`config.mk`:
```
export PLATFORM = sky130hd
export DESIGN_NAME = dfr_output_sequencer
export DESIGN_NICKNAME = d
export VERILOG_FILES = /design/src/rtl/dfr_pkg.sv /design/src/rtl/dfr_output_sequencer.sv
export SDC_FILE = /design/constraint.sdc
export NUM_CORES = 1
export LEC_CHECK = 0
export CAP_MARGIN = 20
export CORE_MARGIN = 3
export CORE_UTILIZATION = 40
export CTS_BUF_LIST = sky130_fd_sc_hd__clkbuf_2 sky130_fd_sc_hd__clkbuf_4 sky130_fd_sc_hd__clkbuf_8
export DETAILED_ROUTE_END_ITERATION = 10
export GPL_TIMING_DRIVEN = 0
export MAX_ROUTING_LAYER = met4
export PLACE_DENSITY = 0.87
export RECOVER_POWER = 100
export SYNTH_ARGS = -nofsm -noshare
export SYNTH_HDL_FRONTEND = slang
export SYNTH_SLANG_ARGS = --single-unit
```
`constraint.sdc`:
```
create_clock -name clk -period 5.3 [get_ports clk]
set_input_delay 1.06 -clock clk [delete_from_list [all_inputs] [get_ports clk]]
set_output_delay 1.06 -clock clk [all_outputs]
set_load 0.02 [all_outputs]
```
`src/rtl/dfr_pkg.sv`:
```
// Shared types and defaults for the DFR output layer: FSM encoding and bus widths.
package dfr_pkg;

  localparam int unsigned DfrDataWidth = 32;
  localparam int unsigned DfrAddrWidth = 8;

  typedef enum logic [2:0] {
    StIdle,
    StClear,
    StFetch,
    StLoad,
    StIssue,
    StWaitHi,
    StWaitLo,
    StFinish
  } dfr_state_e;

endpackage

```
`src/rtl/dfr_output_sequencer.sv`:
```
// Walks N (state, weight) pairs out of two sync-read RAMs into an external MAC and latches
// the accumulated dot product.
module dfr_output_sequencer
  import dfr_pkg::*;
#(
  parameter int unsigned DATA_WIDTH = DfrDataWidth,
  parameter int unsigned ADDR_WIDTH = DfrAddrWidth
) (
  input  logic                  clk,
  input  logic                  rst,
  input  logic                  start,
  input  logic [ADDR_WIDTH-1:0] num_elems,
  output logic [ADDR_WIDTH-1:0] state_addr,
  input  logic [DATA_WIDTH-1:0] state_data,
  output logic [ADDR_WIDTH-1:0] weight_addr,
  input  logic [DATA_WIDTH-1:0] weight_data,
  output logic                  mac_rst,
  output logic [DATA_WIDTH-1:0] mac_a,
  output logic [DATA_WIDTH-1:0] mac_b,
  output logic                  mac_start,
  input  logic                  mac_busy,
  input  logic [DATA_WIDTH-1:0] mac_dout,
  output logic [DATA_WIDTH-1:0] result,
  output logic                  busy,
  output logic                  done
);

  dfr_state_e            state_q, state_d;
  logic [ADDR_WIDTH-1:0] len_q, len_d;
  logic [ADDR_WIDTH-1:0] idx_q, idx_d;
  logic [ADDR_WIDTH-1:0] idx_inc;
  logic [DATA_WIDTH-1:0] mac_a_q, mac_a_d;
  logic [DATA_WIDTH-1:0] mac_b_q, mac_b_d;
  logic [DATA_WIDTH-1:0] result_q, result_d;

  assign idx_inc = idx_q + ADDR_WIDTH'(1);

  always_ff @(posedge clk) begin
    if (rst) begin
      state_q  <= StIdle;
      len_q    <= '0;
      idx_q    <= '0;
      mac_a_q  <= '0;
      mac_b_q  <= '0;
      result_q <= '0;
    end else begin
      state_q  <= state_d;
      len_q    <= len_d;
      idx_q    <= idx_d;
      mac_a_q  <= mac_a_d;
      mac_b_q  <= mac_b_d;
      result_q <= result_d;
    end
  end

  // Result is captured on entry to StFinish so it is already valid while done is high.
  always_comb begin
    state_d  = state_q;
    len_d    = len_q;
    idx_d    = idx_q;
    mac_a_d  = mac_a_q;
    mac_b_d  = mac_b_q;
    result_d = result_q;
    unique case (state_q)
      StIdle: begin
        if (start) begin
          len_d   = num_elems;
          idx_d   = '0;
          state_d = StClear;
        end
      end
      StClear: begin
        if (len_q == '0) begin
          // The MAC is being cleared this very cycle, so its output is not yet zero.
          result_d = '0;
          state_d  = StFinish;
        end else begin
          state_d = StFetch;
        end
      end
      StFetch: state_d = StLoad;
      StLoad: begin
        mac_a_d = state_data;
        mac_b_d = weight_data;
        state_d = StIssue;
      end
      StIssue: state_d = StWaitHi;
      StWaitHi: begin
        if (mac_busy) state_d = StWaitLo;
      end
      StWaitLo: begin
        if (!mac_busy) begin
          idx_d = idx_inc;
          if (idx_inc == len_q) begin
            result_d = mac_dout;
            state_d  = StFinish;
          end else begin
            state_d = StFetch;
          end
        end
      end
      StFinish: state_d = StIdle;
      default:  state_d = StIdle;
    endcase
  end

  always_comb begin
    busy        = (state_q != StIdle);
    done        = (state_q == StFinish);
    mac_rst     = (state_q == StClear);
    mac_start   = (state_q == StIssue);
    state_addr  = idx_q;
    weight_addr = idx_q;
    mac_a       = mac_a_q;
    mac_b       = mac_b_q;
    result      = result_q;
  end

endmodule
```
==> summary by stage, run 1 <==
Setup path
The kind of capture point of the worst setup path is a flop. The critical path depth in cells is 9. The buffers plus inverters on the worst setup path is 2. Following the worst setup path forward leads to its endpoint at result[1]$_SDFFE_PP0P_. Walking the worst path, the cells encountered are ha_1 > clkbuf_1 > and3_1 > xnor2_1 > o21ai_0 > or4_1 > nor3_1 > clkbuf_1 > mux2i_1. The category of the most critical setup path is reg2reg. STA classifies the critical path startpoint as a flop.

The cell type with the highest occurrence count on the critical path is clkbuf_1. The path depth of the worst reg2reg path is 9. The launch instance of the worst register-to-register path is state_addr[0]$_SDFFE_PP0P_.

For the worst setup path, the data arrival time is 3.88 ns. Tracing the worst setup path back leads to its startpoint at state_addr[0]$_SDFFE_PP0P_. The worst stage delay on the critical path is 0.61 ns. The setup check on the worst reg-to-reg path leaves a slack of 1.77 ns.

The family of cells with the greatest summed delay on the critical path is simple AND/OR/NAND/NOR gates. In this run the critical register-to-register path is captured at result[1]$_SDFFE_PP0P_. At the worst endpoint, the required time is 5.65 ns. Along the worst path, the maximum fanout reaches 10. The slowest stage of the critical path is the clkbuf_1 cell.

Placement
The detailed placer's ending HPWL is 10800 um. The count of buffers added on input and output ports is 222. The number of placed instances, taps included, is 950. The routability congestion estimate from global placement is 0.927.

Detailed routing
The detailed router placed 4775 vias in this run. The antenna violation net count after detailed routing is 0. The post-detailed-route DRC marker count is 0. The average wire per standard cell is 14.5 um. In this run the top signal layer used is met4.

After detailed routing, the number of vias per cell comes to 4.86. After detailed routing, the met2 layer carries 6680 um of wire. The pre-antenna-repair detailed-routing pass consisted of 5 iterations. In the final routing, the length of wire on met1 measures 6100 um. The first routing iteration left 199 violations. The final wirelength is 14300 um. The routed length on met3 is 1180 um.

Die
The core region area is 11500 sq um. The die area is 13200 sq um. The floorplan step set the die height to 115 um. The horizontal extent of the die is 115 um. In this run the count of I/O pins placed on the die edge is 224. The starting utilization of the core area is 0.413. The initialized floorplan defines 39 standard-cell rows.

Clock tree
The total CTS buffers is 17. For the worst-skew pair, the clock arrives at the later sink with an insertion delay of 0.42 ns. Once the clock tree was built, the resizer swapped 0 gates to a different size. The clock tree from TritonCTS is built.

The clock sink count is 115. The tree is rooted in a clkbuf_8. After clock tree synthesis, the setup repair step added 0 buffers. After clock tree synthesis, the clock-pin slew on the worst setup and hold paths is 0.07 ns. CTS built an H-tree with a depth of 4. Hold repair after CTS inserted 0 buffers. The maximum count of clock buffers along a single path is 2.

Timing
The worst-case clock skew is 0.00751 ns. The final period utilization is 0.666. The actual transition at the worst max-transition pin is 0.728 ns.

The worst-case headroom to the max-slew limit is 0.511. Setup repair after global routing left no endpoint under its margin. The number of slew-limit violations in the final report is 0. The count of final hold-check violations came to 0. The minimum period implied by the final worst setup slack is 3.53 ns. Setup total negative slack on the finished layout was measured at 0 ns. Timing would allow up to 283 MHz. Setup violations remaining at the end of the flow were counted as 0. Hold is met by 0.450 ns.

Synth
The complex-gate fraction of the synthesized area is 0.117. The synthesized netlist cell count is 585. The sequential area share after synthesis is 0.484.

Of the total synthesized cell area, the portion taken by AND, OR, NAND and NOR gates is 0.256. Of the total synthesized cell area, the portion taken by XOR and XNOR cells is 0.0184. The largest family of logic cells by synthesized area is simple AND/OR/NAND/NOR gates.

The number of warnings issued by yosys is 0. Dividing the synthesized area by the synthesized cell count gives 8.13 sq um. The synthesized netlist net count is 694. Synthesis instantiated 41 different standard cells from the library. The portion of netlist area occupied by mux cells is 0.0673. The cell area that synthesis handed to floorplanning was 4760 sq um.

Of the total synthesized cell area, the portion taken by full adders, half adders and majority gates is 0.00263. In this run, synthesis produced a sequential element count of 115.

Worst hold path
The worst min-delay path class is reg2reg.

GRT
The via count of the first global-routing pass was 4513. The first-pass GRT wire length is 22000 um. Global routing finished with a remaining overflow of 0. The initial antenna violation count is 0. The pin count of the biggest net entering global routing is 17. The global router's overall resource usage is 0.219.

Job
The max-cap check violation count is 0.

Cells and area
The filler cells instantiated in the layout total 995. The repair_antennas step left the layout with diodes totalling 0. In the final design database the tool counted 935 nets.

The multi-input combinational cells in the finished layout cover a total of 2180 sq um. The final instance count without filler cells is 982. Of the cells placed in the final design, the portion with a size suffix greater than 1 is 0.0513. The area added between synthesis and finish is 58.9%. The register cell area after layout is 2300 sq um.

Power
The maximum vdd ir drop is 239 uV. The overall power is 2.43 mW. The static leakage is 2.98 nW.

For this design the ratio of total power to cell area is 321 nW/um^2.

Status
The flow ran to the end, and the final reports show no timing, DRC or antenna violations.
-- tightest hold or removal path: stages (launching register included) --
cell and delay (ns):
dfxtp_1 0.31, nand2_1 0.05, a21oi_1 0.05
-- area by class of cell --
cell class	count	share of cell area
Inverter	3	0.00149
Clock buffer	24	0.0437
Multi-Input combinational cell	419	0.288
Timing Repair Buffer	222	0.294
Clock inverter	8	0.0159
Buffer	48	0.0285
Tap cell	143	0.0237
Sequential cell	115	0.305
-- cell usage in the layout, fill, tap and decap left out, drive strengths merged, types with 5 or more instances in the layout --
master / count
a21oi: 86
buf: 12
clkbuf: 60
clkdlybuf4s50: 104
dfxtp: 115
dlygate4sd3: 118
mux2i: 32
nand2: 183
nand2b: 39
nor2: 15
nor2b: 5
o21ai: 7
xnor2: 8
-- layer usage --
metal,vias to the layer above,global-route usage
met4,0,0.0861
met2,199,0.348
li1,2401,-
met5,-,-
met3,26,0.0674
met1,2149,0.260
-- cells by family after synthesis --
logic type,after synthesis
multiplexers,32
flip-flops,115
XOR/XNOR,10
buffers and inverters,51
AND/OR/NAND/NOR,271
AO/OA/AOI/OAI,105
adder cells (fa/ha/maj),1
-- how the worst min path moves through the flow --
| stage | from | endpoint | slack, ns | depth (start not counted) |
|---|---|---|---|---|
| 2_1_floorplan | len_q[2]$_SDFFE_PP0P_ | len_q[2]$_SDFFE_PP0P_ | 0.46 | 2 |
| 6_report | mac_a[30]$_SDFFE_PP0P_ | mac_a[30]$_SDFFE_PP0P_ | 0.45 | 2 |
| 5_1_grt | mac_a[26]$_SDFFE_PP0P_ | mac_a[26]$_SDFFE_PP0P_ | 0.47 | 2 |
| 3_5_place_dp | mac_a[30]$_SDFFE_PP0P_ | mac_a[30]$_SDFFE_PP0P_ | 0.45 | 2 |
| 4_1_cts | mac_b[1]$_SDFFE_PP0P_ | mac_b[1]$_SDFFE_PP0P_ | 0.45 | 2 |
| 3_3_place_gp | mac_a[23]$_SDFFE_PP0P_ | mac_a[23]$_SDFFE_PP0P_ | 0.44 | 2 |
-- sequential cells by signal (all words and copies together), names as in the netlist --
name / flops
result: 32
mac_b: 32
state_addr: 8
len_q: 8
state_q: 3
mac_a: 32
-- power by group --
group / switching (mW) / total (mW) / internal (mW) / leakage (nW)
clock: 0.350 / 0.901 / 0.551 / 0.227
combinational: 0.320 / 0.563 / 0.244 / 1.83
sequential: 0.0391 / 0.965 / 0.926 / 0.929
total: 0.708 / 2.43 / 1.72 / 2.98
-- stage by stage --
step	cell area [sq um]	setup slack, ns	util
after floorplan	4760	2.78	-
after global placement	7160	2.52	0.622
after detailed placement	7160	2.50	0.622
after CTS	7610	2.09	0.661
after global routing	7560	1.43	0.656
final	7560	1.77	0.656
-- cell usage after synthesis, drive strengths merged --
cell / number / share of area
and3: 2 / 0.0026
xor2: 2 / 0.0037
and2: 4 / 0.0053
nand3b: 2 / 0.0032
a22oi: 1 / 0.0016
or3: 3 / 0.0039
nor3: 4 / 0.0066
o21a: 1 / 0.0016
inv: 3 / 0.0024
a21oi: 86 / 0.090
a2111oi: 1 / 0.0018
ha: 1 / 0.0026
a31oi: 3 / 0.0039
o31ai: 1 / 0.0016
or4: 2 / 0.0039
dfxtp: 115 / 0.48
nor4: 4 / 0.0053
a211oi: 1 / 0.0016
nand4: 2 / 0.0026
buf: 18 / 0.029
nand3: 3 / 0.0032
nand2: 183 / 0.14
nor2b: 5 / 0.0066
clkbuf: 30 / 0.024
o221ai: 1 / 0.0018
or2: 2 / 0.0026
mux2i: 32 / 0.067
nor2: 15 / 0.012
and4: 1 / 0.0018
xnor2: 8 / 0.015
nand2b: 39 / 0.051
o21ai: 7 / 0.0074
o211ai: 2 / 0.0032
a311o: 1 / 0.0021
(Power assumes the default switching activity.)
==> run 2, diff against run 1 <==
==> constraint.sdc (replaced) <==
create_clock -name clk -period 3.25 [get_ports clk]
set_input_delay 0.65 -clock clk [delete_from_list [all_inputs] [get_ports clk]]
set_output_delay 0.65 -clock clk [all_outputs]
set_load 0.02 [all_outputs]
==> summary by stage, run 2 (synthesis results as in run 1) <==
Status
The flow ran to the end, and the final reports show no timing, DRC or antenna violations.

Cells and area
Leaving out fill and tap cells, the most frequent cells in the layout are nand2_1 (182), dlygate4sd3_1 (116), dfxtp_1 (115), clkdlybuf4s50_1 (106), a21oi_1 (86). 0 antenna diodes ended up in the layout. In the final layout, the multi-input gates occupy 2190 sq um. The filler cells instantiated in the layout total 986. Registers take 2300 sq um. The final design instance area without fill is 7600 sq um. The final instance count without filler cells is 982. Of the cells placed in the final design, the portion with a size suffix greater than 1 is 0.0572. The final layout net count is 935. The library cell used most frequently in the layout, excluding fill and tap cells, is nand2_1. Relative to the synthesized area, the layout overhead comes to 59.9%.

Placement
Once placement completed, the tool counted placed cells totaling 950. The congestion estimate from routability-driven global placement came to 0.927. Detailed placement finished with a half-perimeter wire length of 10800 um. In this run the cell area measured after placement is 7160 sq um. The number of port buffers is 222. The worst setup slack after placement is 0.584 ns.

Setup path
The arrival time of data at the critical path endpoint is 2.18 ns. For the worst flop-to-flop path, the logic depth is 9. Of all nets on the critical path, the largest fanout is 10. The worst setup path is captured at a primary output.

The cell type with the highest occurrence count on the critical path is nor2b_1. STA puts the critical path data required time at 2.60 ns. Traced cell by cell, the critical path runs through clkbuf_1 > nor2b_1 > nor2b_1 > dlygate4sd3_1.

The nature of the critical path startpoint is a flop. The largest individual stage delay along the critical path comes from the cell dlygate4sd3_1. The category of the most critical setup path is reg2out. The worst stage delay on the critical path is 0.71 ns.

Timing
Between clock sinks in the finished design, the worst skew comes to 0.00741 ns. The final setup violation count is 0. Setup repair after global routing left no endpoint under its margin. At the pin with the least slew margin, the transition time is 0.622 ns.

The top achievable clock speed is 353 MHz. The minimum period implied by the final worst setup slack is 2.83 ns. The accumulated negative setup slack is 0 ns.

The count of final hold-check violations was 0. The final period utilization is 0.871. The number of slew-limit violations in the final report is 0. The worst-case headroom to the max-slew limit is 0.585. Setup slack on the critical path of the routed design comes to 0.419 ns.

GRT
For this run the aggregate overflow at the end of global routing stands at 0. The first-pass GRT wire length is 22000 um. The pin count of the biggest net entering global routing is 17. The global router's overall resource usage is 0.219. The via count of the first global-routing pass is 4513. The initial antenna violation count is 0.

Detailed routing
Once detail routing completed, the nets flagged for antenna violations numbered 0. The via-per-instance ratio is 4.87. The first-pass iteration count of the detailed router is 4. After detailed routing, the total wire length is 14300 um.

For this run, design rule violations remaining after detail routing come to 0. The average wire per standard cell is 14.6 um. The via total after detailed routing is 4781. The number of violations reported at the end of detailed-routing iteration 0 is 193.

Job
The max-cap check violation count is 0.

Clock tree
The maximum count of clock buffers along a single path is 2. The total CTS buffers is 17. Once the clock tree was built, the resizer swapped 0 gates to a different size. The post-CTS setup-driven buffer insertion count is 0. Counting every sink on the clock net gives 115. The count of hold buffers inserted by post-cts repair is 0.

The clock latency at the later pin of the worst-skew pair is 0.43 ns. The clock-pin slew on the worst setup and hold paths is 0.07 ns. TritonCTS built the clock tree. The number of levels in the clock H-tree is 4. The tree is rooted in a clkbuf_8.

Power
Summed over all nets, the switching power comes to 1.16 mW. The clock network power share is 0.371. The total internal power is 2.81 mW. Of the total power, the share spent switching nets is 0.293.

The share of total power dissipated in combinational logic is 0.233. The power share of the sequential group is 0.396. IR analysis of the VDD net gives a maximum drop of 390 uV. In this run the static leakage power is 3.01 nW.

The areal power density over the cells is 522 nW/um^2.

Die
Measured along the y axis, the die boundary spans 115 um. The number of ports placed on the die boundary is 224. The initial utilization of the core area, before any placement, comes to 0.413. The die area is 13200 sq um. The horizontal extent of the die is 115 um. The core region is 11500 sq um. Row generation in the floorplan step produced 39 rows.

Worst hold path
The worst min-delay path class is reg2reg. The worst hold path stage count is 2.
==> run 2: cell types whose count changed in the layout (fill, tap and decap cells not counted), moves of 2 or more <==
| cell | before | now |
|---|---|---|
| clkbuf_1 | 36 | 32 |
| clkdlybuf4s50_1 | 104 | 106 |
| buf_8 | 0 | 3 |
| dlygate4sd3_1 | 118 | 116 |
==> run 2: layout make-up <==
type,count,share of cell area
inverter,3,0.00148
multi-input combinational,419,0.288
tap,143,0.0235
buffer,48,0.0329
clock buffer,24,0.0434
sequential,115,0.303
clock inverter,8,0.0158
timing repair buffer,222,0.292
==> run 2: power by group through the flow <==
stage	Combinational [mW]	Clock [mW]	Sequential [mW]
after floorplan	0.446	0	1.68
after global placement	0.952	0	1.60
after detailed placement	0.958	0	1.61
after CTS	0.965	1.50	1.58
after global routing	1.02	1.56	1.59
final	0.923	1.47	1.57
==> run 2: critical path, delay by kind of cell, from the launching register on <==
kind | cells | cell delay (ns)
flops | 1 | 0.33
simple gates | 2 | 0.43
buf+inv | 2 | 1.00
==> run 2: through the flow <==
| step | hold slack, ns | total power [mW] | util |
|---|---|---|---|
| after global placement | 0.441 | 2.55 | 0.622 |
| after CTS | 0.455 | 4.04 | 0.661 |
| after detailed placement | 0.445 | 2.57 | 0.622 |
| final | 0.450 | 3.97 | 0.660 |
| after floorplan | 0.457 | 2.12 | - |
| after global routing | 0.466 | 4.17 | 0.660 |
==> run 2: metal layers <==
layer | track usage | wire length, um
met5 | - | 0
met4 | 0.0861 | 313
met3 | 0.0674 | 1120
met2 | 0.348 | 6700
met1 | 0.260 | 6180
==> run 2: final timing paths <==
| check | from | slack, ns | endpoint |
|---|---|---|---|
| max | state_q[0]$_SDFFE_PP0P_ | 0.42 | mac_rst |
| min reg2reg | mac_a[30]$_SDFFE_PP0P_ | 0.45 | mac_a[30]$_SDFFE_PP0P_ |
| max reg2reg | state_addr[0]$_SDFFE_PP0P_ | 0.51 | result[1]$_SDFFE_PP0P_ |
| min | mac_a[30]$_SDFFE_PP0P_ | 0.45 | mac_a[30]$_SDFFE_PP0P_ |
==> run 3, diff against run 2 <==
--- a/config.mk
+++ b/config.mk
@@ -7,12 +7,12 @@
 export LEC_CHECK = 0
 export CAP_MARGIN = 20
 export CORE_MARGIN = 3
-export CORE_UTILIZATION = 40
+export CORE_UTILIZATION = 30
 export CTS_BUF_LIST = sky130_fd_sc_hd__clkbuf_2 sky130_fd_sc_hd__clkbuf_4 sky130_fd_sc_hd__clkbuf_8
 export DETAILED_ROUTE_END_ITERATION = 10
 export GPL_TIMING_DRIVEN = 0
 export MAX_ROUTING_LAYER = met4
-export PLACE_DENSITY = 0.87
+export PLACE_DENSITY = 0.73
 export RECOVER_POWER = 100
 export SYNTH_ARGS = -nofsm -noshare
 export SYNTH_HDL_FRONTEND = slang
==> constraint.sdc (replaced) <==
create_clock -name clk -period 2.6 [get_ports clk]
set_input_delay 0.52 -clock clk [delete_from_list [all_inputs] [get_ports clk]]
set_output_delay 0.52 -clock clk [all_outputs]
set_load 0.02 [all_outputs]
==> summary by stage, run 3 (synthesis results as in run 1) <==
Setup path
The family of cells with the greatest summed delay on the critical path is buffers and inverters. The arrival time of data at the critical path endpoint is 1.91 ns. The path depth of the worst reg2reg path is 10.

The slack of the worst reg-to-reg path is 0.18 ns. The slowest library cell on the worst path is dlygate4sd3_1. In this run the critical register-to-register path is launched from state_addr[0]$_SDFFE_PP0P_. STA classifies the critical path endpoint as a primary output. The largest driver fanout on the critical path is 10. The terminus of the critical flop-to-flop path is result[27]$_SDFFE_PP0P_.

The worst setup path is of the reg2out kind. The buffers plus inverters on the worst setup path is 2. The worst stage delay on the critical path is 0.72 ns. The data required time of the worst path is 2.08 ns. The nature of the critical path startpoint is a flop. The signal on the critical path passes through clkbuf_2 > nand2b_1 > nor2_1 > dlygate4sd3_1.

Clock tree
For this design, the sink count on the clock tree is 115. The clock-pin slew on the worst setup and hold paths is 0.06 ns. The tree is rooted in a clkbuf_8. The clock passes through at most 2 buffers.

The clock tree from TritonCTS is built. Buffers inserted to repair hold after CTS numbered 0. The number of levels in the clock H-tree is 4.

The clock reaches the later pin of the worst-skew pair after 0.44 ns. Clock tree synthesis inserted a total of 17 buffers.

Timing
The worst pin sits at a relative slew slack of 0.597. The final period utilization is 0.935. Setup repair after global routing left no endpoint under its margin. The minimum period implied by the final worst setup slack is 2.43 ns. The actual transition at the worst max-transition pin is 0.604 ns. The top achievable clock speed is 411 MHz.

Between clock sinks in the finished design, the worst skew comes to 0.0139 ns. Setup violations remaining at the end of the flow were counted as 0. The count of final hold-check violations is 0. The number of slew-limit violations in the final report is 0.

Die
The core region is 15400 sq um. The horizontal extent of the die is 132 um. Measured along the y axis, the die boundary spans 132 um. In this run the core area contains 45 standard-cell rows.

Pin placement for this block handled 224 I/O pins. The starting utilization of the core area is 0.309. The die covers 17400 sq um.

GRT
The initial antenna violation count is 0. The pin count of the biggest net entering global routing is 17. The first global-routing pass estimated 23200 um of wire. The total overflow left after global routing is 0.

Across every metal layer, demand over resource in global routing totals 0.171. The via count of the first global-routing pass is 4569.

Worst hold path
For hold timing, the worst endpoint is mac_b[22]$_SDFFE_PP0P_. The worst hold path was traced through 2 stages. The startpoint of the tightest hold check path is mac_b[22]$_SDFFE_PP0P_. In this run the worst hold path is classified as reg2reg.

Power
The areal power density over the cells is 642 nW/um^2. The maximum vdd ir drop is 437 uV. The analysis attributes to cell leakage a power of 3.00 nW. The overall power is 4.93 mW.

Cells and area
For this run, the post-layout net count is 935. Leaving out fill and tap cells, the most frequent cell in the layout is nand2_1. The antenna diode instance count is 0. The core occupancy in the finished layout is 0.500.

The area added between synthesis and finish is 61.5%. The library cells used most frequently in the layout, excluding fill and tap cells, are nand2_1 (182), dfxtp_1 (113), dlygate4sd3_1 (113), clkdlybuf4s50_1 (108), a21oi_1 (86). After filler insertion, the fill cell instance count of the layout stands at 1473.

Of the cells placed in the final design, the portion with a size suffix greater than 1 is 0.0644.

Job
Across the run, the number of max-cap violations was 0.

Detailed routing
After detailed routing, the number of vias per cell comes to 4.54. Dividing the detail-routed wire length by the instance count gives 13.9 um. For this block, the initial DRC count from the detailed router was 198. For this run, the detailed router's first-pass iteration total came to 4. The via total after detailed routing is 4765. The antenna violation net count after detailed routing is 0.

In the routed design, unresolved DRC markers number 0. The final wirelength is 14600 um.

Placement
At the end of routability-driven placement, the weighted congestion stood at 0.813. Buffers placed on the I/O ports in this run total 222. The detailed placer's ending HPWL is 10800 um.

Status
The run finished with clean final reports.
[run 3: changes by cell type in the layout (fill, tap and decap cells not counted), sizes merged]
cell,previous run,this run
dlygate4sd3,116,113
clkdlybuf4s50,106,108
buf,16,17
inv,3,4
clkinv,3,2
[run 3: worst max-delay path by stage]
stage	from	end	depth (start not counted)
5_1_grt	state_addr[0]$_SDFFE_PP0P_	result[9]$_SDFFE_PP0P_	10
2_1_floorplan	state_addr[0]$_SDFFE_PP0P_	result[10]$_SDFFE_PP0P_	9
3_5_place_dp	state_addr[0]$_SDFFE_PP0P_	result[18]$_SDFFE_PP0P_	9
6_report	state_q[0]$_SDFFE_PP0P_	mac_start	4
3_3_place_gp	state_addr[0]$_SDFFE_PP0P_	result[18]$_SDFFE_PP0P_	9
4_1_cts	state_q[0]$_SDFFE_PP0P_	mac_rst	4
[run 3: cell type report]
type                    count  area [sq um]  area share
inverters                   3          11.3     0.00147
repair buffers            223          2240       0.291
plain buffers              47           244      0.0317
clock inverters             8           124      0.0161
multi-input cells         419          2190       0.285
well taps                 211           264      0.0344
flip-flops and latches    115          2310       0.300
clock buffers              24           305      0.0397
[run 3: metal layers]
metal / global-route usage / part of all wire / vias to the layer above
met5: - / 0 / -
met4: 0.0548 / 0.013 / 0
met1: 0.207 / 0.44 / 2149
met2: 0.263 / 0.46 / 183
met3: 0.0637 / 0.081 / 19
li1: - / - / 2414
[run 3: stage by stage]
step / setup WS [ns] / TNS, ns / cells / hold WS (ns) / instance area, sq um
finish: 0.169 / 0 / 1050 / 0.449 / 7680
floorplan: 0.0838 / 0 / 585 / 0.457 / 4760
CTS: 0.0117 / 0 / 1051 / 0.456 / 7690
detailed placement: -0.115 / -3.04 / 1018 / 0.446 / 7240
global route: 0.0185 / 0 / 1050 / 0.465 / 7680
global placement: -0.0873 / -2.36 / 1018 / 0.440 / 7240
[run 3: tightest hold or removal path: stages (launching register included)]
cell and delay [ns]:
dfxtp_1 0.31, nand2_1 0.05, a21oi_1 0.05
[run 3: report_power, final]
part | total (mW) | internal [mW] | switching [mW]
combinational | 1.15 | 0.498 | 0.651
clock | 1.80 | 1.07 | 0.735
sequential | 1.98 | 1.89 | 0.0934
[run 3: what timing repair did]
| action | CTS | global route |
|---|---|---|
| buffers inserted | 1 | 0 |
| pin swaps | 1 | 1 |
| cloned | 0 | 0 |
| gates resized for setup | 2 | 7 |
| endpoints found under the setup margin | 31 | 34 |
